$ cat src/rtl/seg7_scan_driver.sv
// Multiplexed hex 7-segment scanner with a double-buffered display register.
// The shown value changes only at frame boundaries, so a new value never tears mid-frame.
module seg7_scan_driver #(
  parameter int NDIG       = 8,
  parameter int SCAN_DIV   = 262144,
  parameter int ACTIVE_LOW = 1
) (
  input  logic              clk,
  input  logic              rstn,
  input  logic [4*NDIG-1:0] data_in,
  input  logic [NDIG-1:0]   dp_in,
  input  logic              load,
  input  logic              blank_lz,
  input  logic              enable,
  output logic [7:0]        seg,
  output logic [NDIG-1:0]   dig,
  output logic              frame_done
);
  localparam int IW = $clog2(NDIG);
  localparam int PW = (SCAN_DIV > 2) ? $clog2(SCAN_DIV) : 1;
  localparam logic [PW-1:0]   PMAX  = PW'(SCAN_DIV - 1);
  localparam logic [IW-1:0]   IMAX  = IW'(NDIG - 1);
  localparam logic [7:0]      SEG_X = (ACTIVE_LOW != 0) ? 8'h00 : 8'hFF;
  localparam logic [NDIG-1:0] DIG_X = (ACTIVE_LOW != 0) ? '0 : '1;

  logic [PW-1:0]     presc;
  logic [IW-1:0]     idx;
  logic [4*NDIG-1:0] staging, disp;
  logic [NDIG-1:0]   stage_dp, disp_dp;
  logic              pending;

  logic              wrap, boundary, blanked;
  logic [3:0]        nib;
  logic [NDIG-1:0]   lz;
  logic [7:0]        seg_nxt;
  logic [NDIG-1:0]   dig_nxt;

  // Active-low a..g patterns; dp is handled separately.
  function automatic logic [6:0] decode(input logic [3:0] v);
    case (v)
      4'h0: decode = 7'h40;  4'h1: decode = 7'h79;
      4'h2: decode = 7'h24;  4'h3: decode = 7'h30;
      4'h4: decode = 7'h19;  4'h5: decode = 7'h12;
      4'h6: decode = 7'h02;  4'h7: decode = 7'h78;
      4'h8: decode = 7'h00;  4'h9: decode = 7'h10;
      4'hA: decode = 7'h08;  4'hB: decode = 7'h03;
      4'hC: decode = 7'h46;  4'hD: decode = 7'h21;
      4'hE: decode = 7'h06;  default: decode = 7'h0E;
    endcase
  endfunction

  // lz[i]: nibble i and every higher nibble are zero
  for (genvar i = 0; i < NDIG; i++) begin : g_lz
    assign lz[i] = (disp[4*NDIG-1:4*i] == '0);
  end

  always_comb begin
    wrap     = enable && (presc == PMAX);
    boundary = wrap && (idx == '0);
    nib      = disp[4*idx +: 4];
    blanked  = blank_lz && (idx != '0) && lz[idx];
    seg_nxt  = {~disp_dp[idx], blanked ? 7'h7F : decode(nib)};
    dig_nxt  = ~(NDIG'(1) << idx);
    if (!enable) begin
      seg_nxt = '1;
      dig_nxt = '1;
    end
  end

  always_ff @(posedge clk) begin
    if (!rstn) begin
      presc      <= '0;
      idx        <= IMAX;
      staging    <= '0;
      stage_dp   <= '0;
      disp       <= '0;
      disp_dp    <= '0;
      pending    <= 1'b0;
      seg        <= 8'hFF ^ SEG_X;
      dig        <= '1 ^ DIG_X;
      frame_done <= 1'b0;
    end else begin
      if (enable) begin
        presc <= wrap ? '0 : presc + 1'b1;
        if (wrap) idx <= (idx == '0) ? IMAX : idx - 1'b1;
      end
      // A load on the boundary bypasses staging and lands directly in the new frame.
      if (load && boundary) begin
        disp    <= data_in;
        disp_dp <= dp_in;
        pending <= 1'b0;
      end else if (load) begin
        staging  <= data_in;
        stage_dp <= dp_in;
        pending  <= 1'b1;
      end else if (boundary && pending) begin
        disp    <= staging;
        disp_dp <= stage_dp;
        pending <= 1'b0;
      end
      seg        <= seg_nxt ^ SEG_X;
      dig        <= dig_nxt ^ DIG_X;
      frame_done <= boundary;
    end
  end
endmodule

$ cat config.mk
export PLATFORM = sky130hd
export DESIGN_NAME = seg7_scan_driver
export DESIGN_NICKNAME = d
export VERILOG_FILES = /design/src/rtl/seg7_scan_driver.sv
export SDC_FILE = /design/constraint.sdc
export NUM_CORES = 1
export LEC_CHECK = 0
export ABC_AREA = 1
export CAP_MARGIN = 10
export CORE_MARGIN = 2
export CORE_UTILIZATION = 57
export CTS_CLUSTER_SIZE = 8
export DETAILED_ROUTE_END_ITERATION = 12
export PLACE_DENSITY = 0.8
export REMOVE_ABC_BUFFERS = 1
export SLEW_MARGIN = 20
export SYNTH_ARGS = -nofsm -noshare
export SYNTH_HDL_FRONTEND = slang
export SYNTH_SLANG_ARGS = --single-unit
$ cat constraint.sdc
create_clock -name clk -period 2.4 [get_ports clk]
set_input_delay 0.48 -clock clk [delete_from_list [all_inputs] [get_ports clk]]
set_output_delay 0.48 -clock clk [all_outputs]
set_load 0.02 [all_outputs]
Word-level counts from Yosys, hierarchy flattened
Memories as Yosys holds them, arrays and structs flattened. A register that Yosys moved wholly into a read port is not among the register bits.
Cells that the tools add are included.
{"block": "classes", "magnitude_cmp": 1, "mux": 14, "shift": 2, "n_bitwise": 5, "n_addsub": 2, "n_eq_ne": 2, "n_reduce_logical": 24}
{"op": "$mux 32", "n": 3}
{"op": "$logic_not 32->1", "n": 1}
{"op": "$shiftx 32x6->4", "n": 1}
{"op": "$logic_not 28->1", "n": 1}
{"op": "$logic_not 24->1", "n": 1}
{"op": "$mux 8", "n": 3}
{"op": "$logic_not 20->1", "n": 1}
{"op": "$add 18x1->18 const B", "n": 1}
{"op": "$eq 18x18->1 const B", "n": 1}
{"op": "$mux 18", "n": 1}
{"op": "$logic_not 16->1", "n": 1}
{"op": "$logic_not 12->1", "n": 1}
{"op": "$logic_not 8->1", "n": 1}
{"op": "$not 8->8", "n": 1}
{"op": "$reduce_and 2->1", "n": 4}
{"op": "$shl 1x3->8 const A", "n": 1}
{"op": "$bmux 1 s3", "n": 2}
{"op": "$logic_and 1x1->1", "n": 6}
{"op": "$logic_not 4->1", "n": 1}
{"op": "$lt 3x4->1 const B", "n": 1}
{"op": "$mux 1", "n": 4}
{"op": "$not 1->1", "n": 4}
{"op": "$reduce_bool 2->1", "n": 2}
{"op": "$logic_not 3->1", "n": 1}
{"op": "other kinds (6)", "n": 6}
{"block": "totals", "mem_count": 1, "ff_bits": 112, "elab_cells": 61, "inputBits": 45, "romBits": 112}
{"name": "(no name shown)", "words": 16, "width": 7, "read_ports": 1, "rd_ports_with_merged_regs": 1, "wr": 0, "line": "40", "rtl": "case (v)"}

Longest topological paths before layout
Gate-level depths: netlist (run 1).
{"block": "depth", "ltp_word": 7, "mapped_depth": 12, "mapped_depth_nobuf": 11}

Worst setup path after synthesis (run 1)
No wires, ideal clock.
{"block": "synth_timing", "kind": "register -> register", "from": "register idx[0]", "to": "register stage_dp[7]", "path_stages_with_launch": 12, "slack_ns": 0.490, "required_time_ns": 2.287, "arrival_ns": 1.796, "period_less_slack_ns": 1.910, "path_cell_list": "dfxtp_1 -> inv_2 -> clkbuf_1 -> ha_1 -> inv_1 -> nor2_2 -> nand3_4 -> nand2_4 -> inv_2 -> buf_6 -> nor2_1 -> nor2_1"}
{"block": "synth_via", "elab_chain_len": 5}
{"item": "start: declaration", "line": "27", "rtl": "logic [IW-1:0] idx;"}
{"item": "start signal: assignment", "line": "85", "rtl": "if (wrap) idx <= (idx == '0) ? IMAX : idx - 1'b1;"}
{"item": "$logic_not 3->1", "line": "59", "rtl": "boundary = wrap && (idx == '0);"}
{"item": "$logic_and 1x1->1", "line": "59"}
{"item": "$logic_and 1x1->1", "line": "88", "rtl": "if (load && boundary) begin"}
{"item": "$not 1->1 (no line)"}
{"item": "$reduce_and 2->1 (no line)"}
{"item": "end signal: assignment", "line": "94", "rtl": "stage_dp <= dp_in;"}
{"item": "end: declaration", "line": "29", "rtl": "logic [NDIG-1:0] stage_dp, disp_dp;"}
Every way passes these cells.
A chain may end at the register's enable or synchronous reset.

Final worst setup path (run 1)
{"block": "layout_timing", "from": "register idx[0]", "to": "register stage_dp[1]"}
Same word-level chain as after synthesis.

==> flow_summary.json, run 1 <==
{
  "via_count": 5650,
  "start_util": 0.589,
  "final_area_um2": 7340,
  "p_seq_frac": 0.441,
  "path_clk_slew_ns": 0.06,
  "cts_tree": "done",
  "cts_root_buf": "clkbuf_8",
  "p_int_uw": 3630,
  "cp_data_required_time_ns": 2.82,
  "power_frac_comb": 0.074,
  "met1_usage": 0.319,
  "synth_area_leaders": "dfxtp_1 39%, nand2_1 20%, inv_1 9.0%",
  "seq_area_frac_synth": 0.390,
  "nFillCells": 901,
  "async_flop_share": 0,
  "fmax_mhz": 465,
  "grt_pass1_vias": 5084,
  "wirelength_mm": 13.5,
  "post-place-ws_ns": 0.213,
  "layout.nets": 1073,
  "grt_busiest_layer": "met2",
  "routedWlPerCell_um": 11.6,
  "area_growth_pct": 20.2,
  "final-seq-area_um2": 2380,
  "grt_start_max_net_pins": 56,
  "p_leak_uw": 0.00388,
  "dp_hpwl_mm": 8.96,
  "slew_headroom": 0.480,
  "drt_iter0_markers": 483,
  "r2r_slack_ns": 0.25,
  "syn_area_um2": 6110,
  "rows": 37,
  "route.detailed.drc": 0,
  "path_max_fanout": 40,
  "synth_edf_count": 0,
  "drtPass1Iterations": 5,
  "switching_share": 0.224,
  "p_sw_uw": 1050,
  "worstSetupPathType": "reg2reg",
  "cp.arrival_ns": 2.57,
  "placed_area_um2": 6810,
  "port_buffers": 61,
  "min_from": "rstn",
  "core_um2": 10400,
  "grt_util_met3": 0.0587,
  "pwr-share-clk": 0.485,
  "fin_crit_sh": 0.897,
  "fin_crit_ns": 2.15,
  "clock_latency_ns": 0.53,
  "r2r-start": "idx[0]",
  "grt_pass1_wl_mm": 23.2,
  "gp_congestion": 0.853,
  "min_to": "stage_dp[2]",
  "post-synth-top-area-fraction": 0.390,
  "slew_viol_final": 0,
  "multi_input_area_um2": 2890,
  "rsz0062_at_grt": "no",
  "yosysWarnings": 0,
  "cts_setup_buffers": 0,
  "finalClockSkew_ns": 0.0114,
  "drv_cap": 0,
  "cts_resized": 0,
  "synth_cell_types": 34,
  "power_density_nw_per_um2": 637,
  "critPathCaptureType": "flip-flop",
  "via_per_inst": 4.86,
  "outcome": "complete, no violations",
  "postRouteAntennaNets": 0,
  "r2r_cells": 9,
  "fp.dieW_um": 108,
  "yosys-top-cells-count": "321 x nand2_1, 147 x inv_1, 119 x dfxtp_1",
  "n_antenna_cell": 0,
  "final-hold-violation-count": 0,
  "cts.path.max_buffers": 2,
  "ys_ff_latch": 119,
  "grt_antenna_before_repair": 0,
  "timing.rr.end": "stage_dp[1]",
  "cts_buffers": 17,
  "fin_ws_ns": 0.248,
  "grtUsageTotal": 0.253,
  "cts_hold_buf": 0,
  "cts_sinks": 119,
  "io_pins": 62,
  "syn-instance-count": 956,
  "syn_area_per_cell_um2": 6.39,
  "use_met2": 0.422,
  "grt.overflow.total": 0,
  "yosys.area.top_type": "dfxtp_1",
  "die_area_um2": 11600,
  "drive_gt1_frac": 0.0712,
  "worstMarginPinSlew_ns": 0.781,
  "start_kind": "flip-flop",
  "synthFlopType": "dfxtp_1",
  "holdPathStages": 3,
  "setup_violations": 0,
  "die_h_um": 108,
  "cts_max_level": 4,
  "synth.most_common_cell": "nand2_1",
  "hold_path_class": "in2reg",
  "vdd_drop_max_mv": 0.505
}
==> routing by layer <==
layer	wire, um	share of wire
met5	0	0
met4	249	0.018
met3	740	0.055
met2	6360	0.47
met1	6120	0.45
==> layout make-up <==
class,instances,area share
multi-input cells,643,0.394
flip-flops and latches,119,0.324
repair buffers,83,0.108
inverters,152,0.0777
clock buffers,26,0.0705
well taps,136,0.0232
clock inverters,3,0.00204
==> kinds of logic (layout without fill, tap and decap cells) <==
kind of cell               count (synthesis)  in the layout  share of synthesized area
AOI/OAI and AO/OA                        116            116                     0.0979
xor gates and xnor gates                   6              6                    0.00860
adders and majority gates                 12             12                     0.0246
buffers and inverters                    194            264                      0.137
DFF                                      119            119                      0.390
and+or+nand+nor                          509            509                      0.342
==> sequential cells by signal, indices dropped and copies added (netlist names) <==
signal,flops
disp,32
staging,32
presc,18
dig,8
disp_dp,8
seg,8
stage_dp,8
idx,3
frame_done,1
pending,1
==> worst max-delay path, stage by stage, from the launching register on <==
cell	delay (ns)
dfxtp_1	0.31
inv_2	0.30
ha_1	0.24
inv_1	0.05
nor2_2	0.30
nand3_4	0.15
nand2_4	0.10
inv_2	0.28
nor2_1	0.19
nor2_1	0.07
==> power by group through the flow <==
stage	clock (uW)	sequential, uW	combinational, uW
final	2270	2060	346
after global routing	2390	2070	394
after CTS	2300	2060	350
after detailed placement	0	2100	345
after global placement	0	2100	341
after floorplan	0	2100	168
==> worst max path at each step <==
| stage | from | slack [ns] | endpoint | depth (start not counted) |
|---|---|---|---|---|
| global route | idx[0] | 0.05 | staging[2] | 9 |
| floorplan | idx[0] | -0.04 | disp[0] | 7 |
| global placement | enable | 0.26 | disp[27] | 8 |
| finish | idx[0] | 0.25 | stage_dp[1] | 9 |
| detailed placement | enable | 0.21 | stage_dp[3] | 8 |
| CTS | idx[0] | 0.23 | stage_dp[1] | 9 |
==> per-stage QoR <==
stage	TNS [ns]	total power, uW	instances	hold slack [ns]	util
global route	0	4860	1162	0.287	0.708
floorplan	-1.60	2270	914	0.434	-
global placement	0	2440	1133	0.450	0.657
finish	0	4680	1162	0.286	0.708
CTS	0	4710	1162	0.270	0.708
detailed placement	0	2450	1133	0.460	0.657
==> placed cells by master, fill, tap and decap left out, drive strengths merged <==
master,netlist,final
o21ai,58,58
o211ai,2,2
o31ai,1,1
nor3,2,2
o32ai,1,1
ha,12,12
dfxtp,119,119
inv,152,152
nand3,45,45
clkdlybuf4s50,0,60
a21oi,51,51
o22ai,1,1
nor4,1,1
a211oi,1,1
clkbuf,15,26
xor2,4,4
nand4,6,6
a22oi,1,1
nor2,127,127
xnor2,2,2
or2,1,1
buf,27,23
nand2,325,325
clkinv,0,3
nor3b,2,2
No activity file was read; power rests on OpenSTA's default activity.
==> run 2, diff against run 1 <==
SLEW_MARGIN = default   (was 20)
==> results of run 2 <==
Same layout as run 1: the final DEF is identical, and so are final timing and power.
==> run 3, diff against run 2 <==
SLEW_MARGIN = 5   (was default)
==> results of run 3 <==
Same layout as run 1: the final DEF is identical, and so are final timing and power.
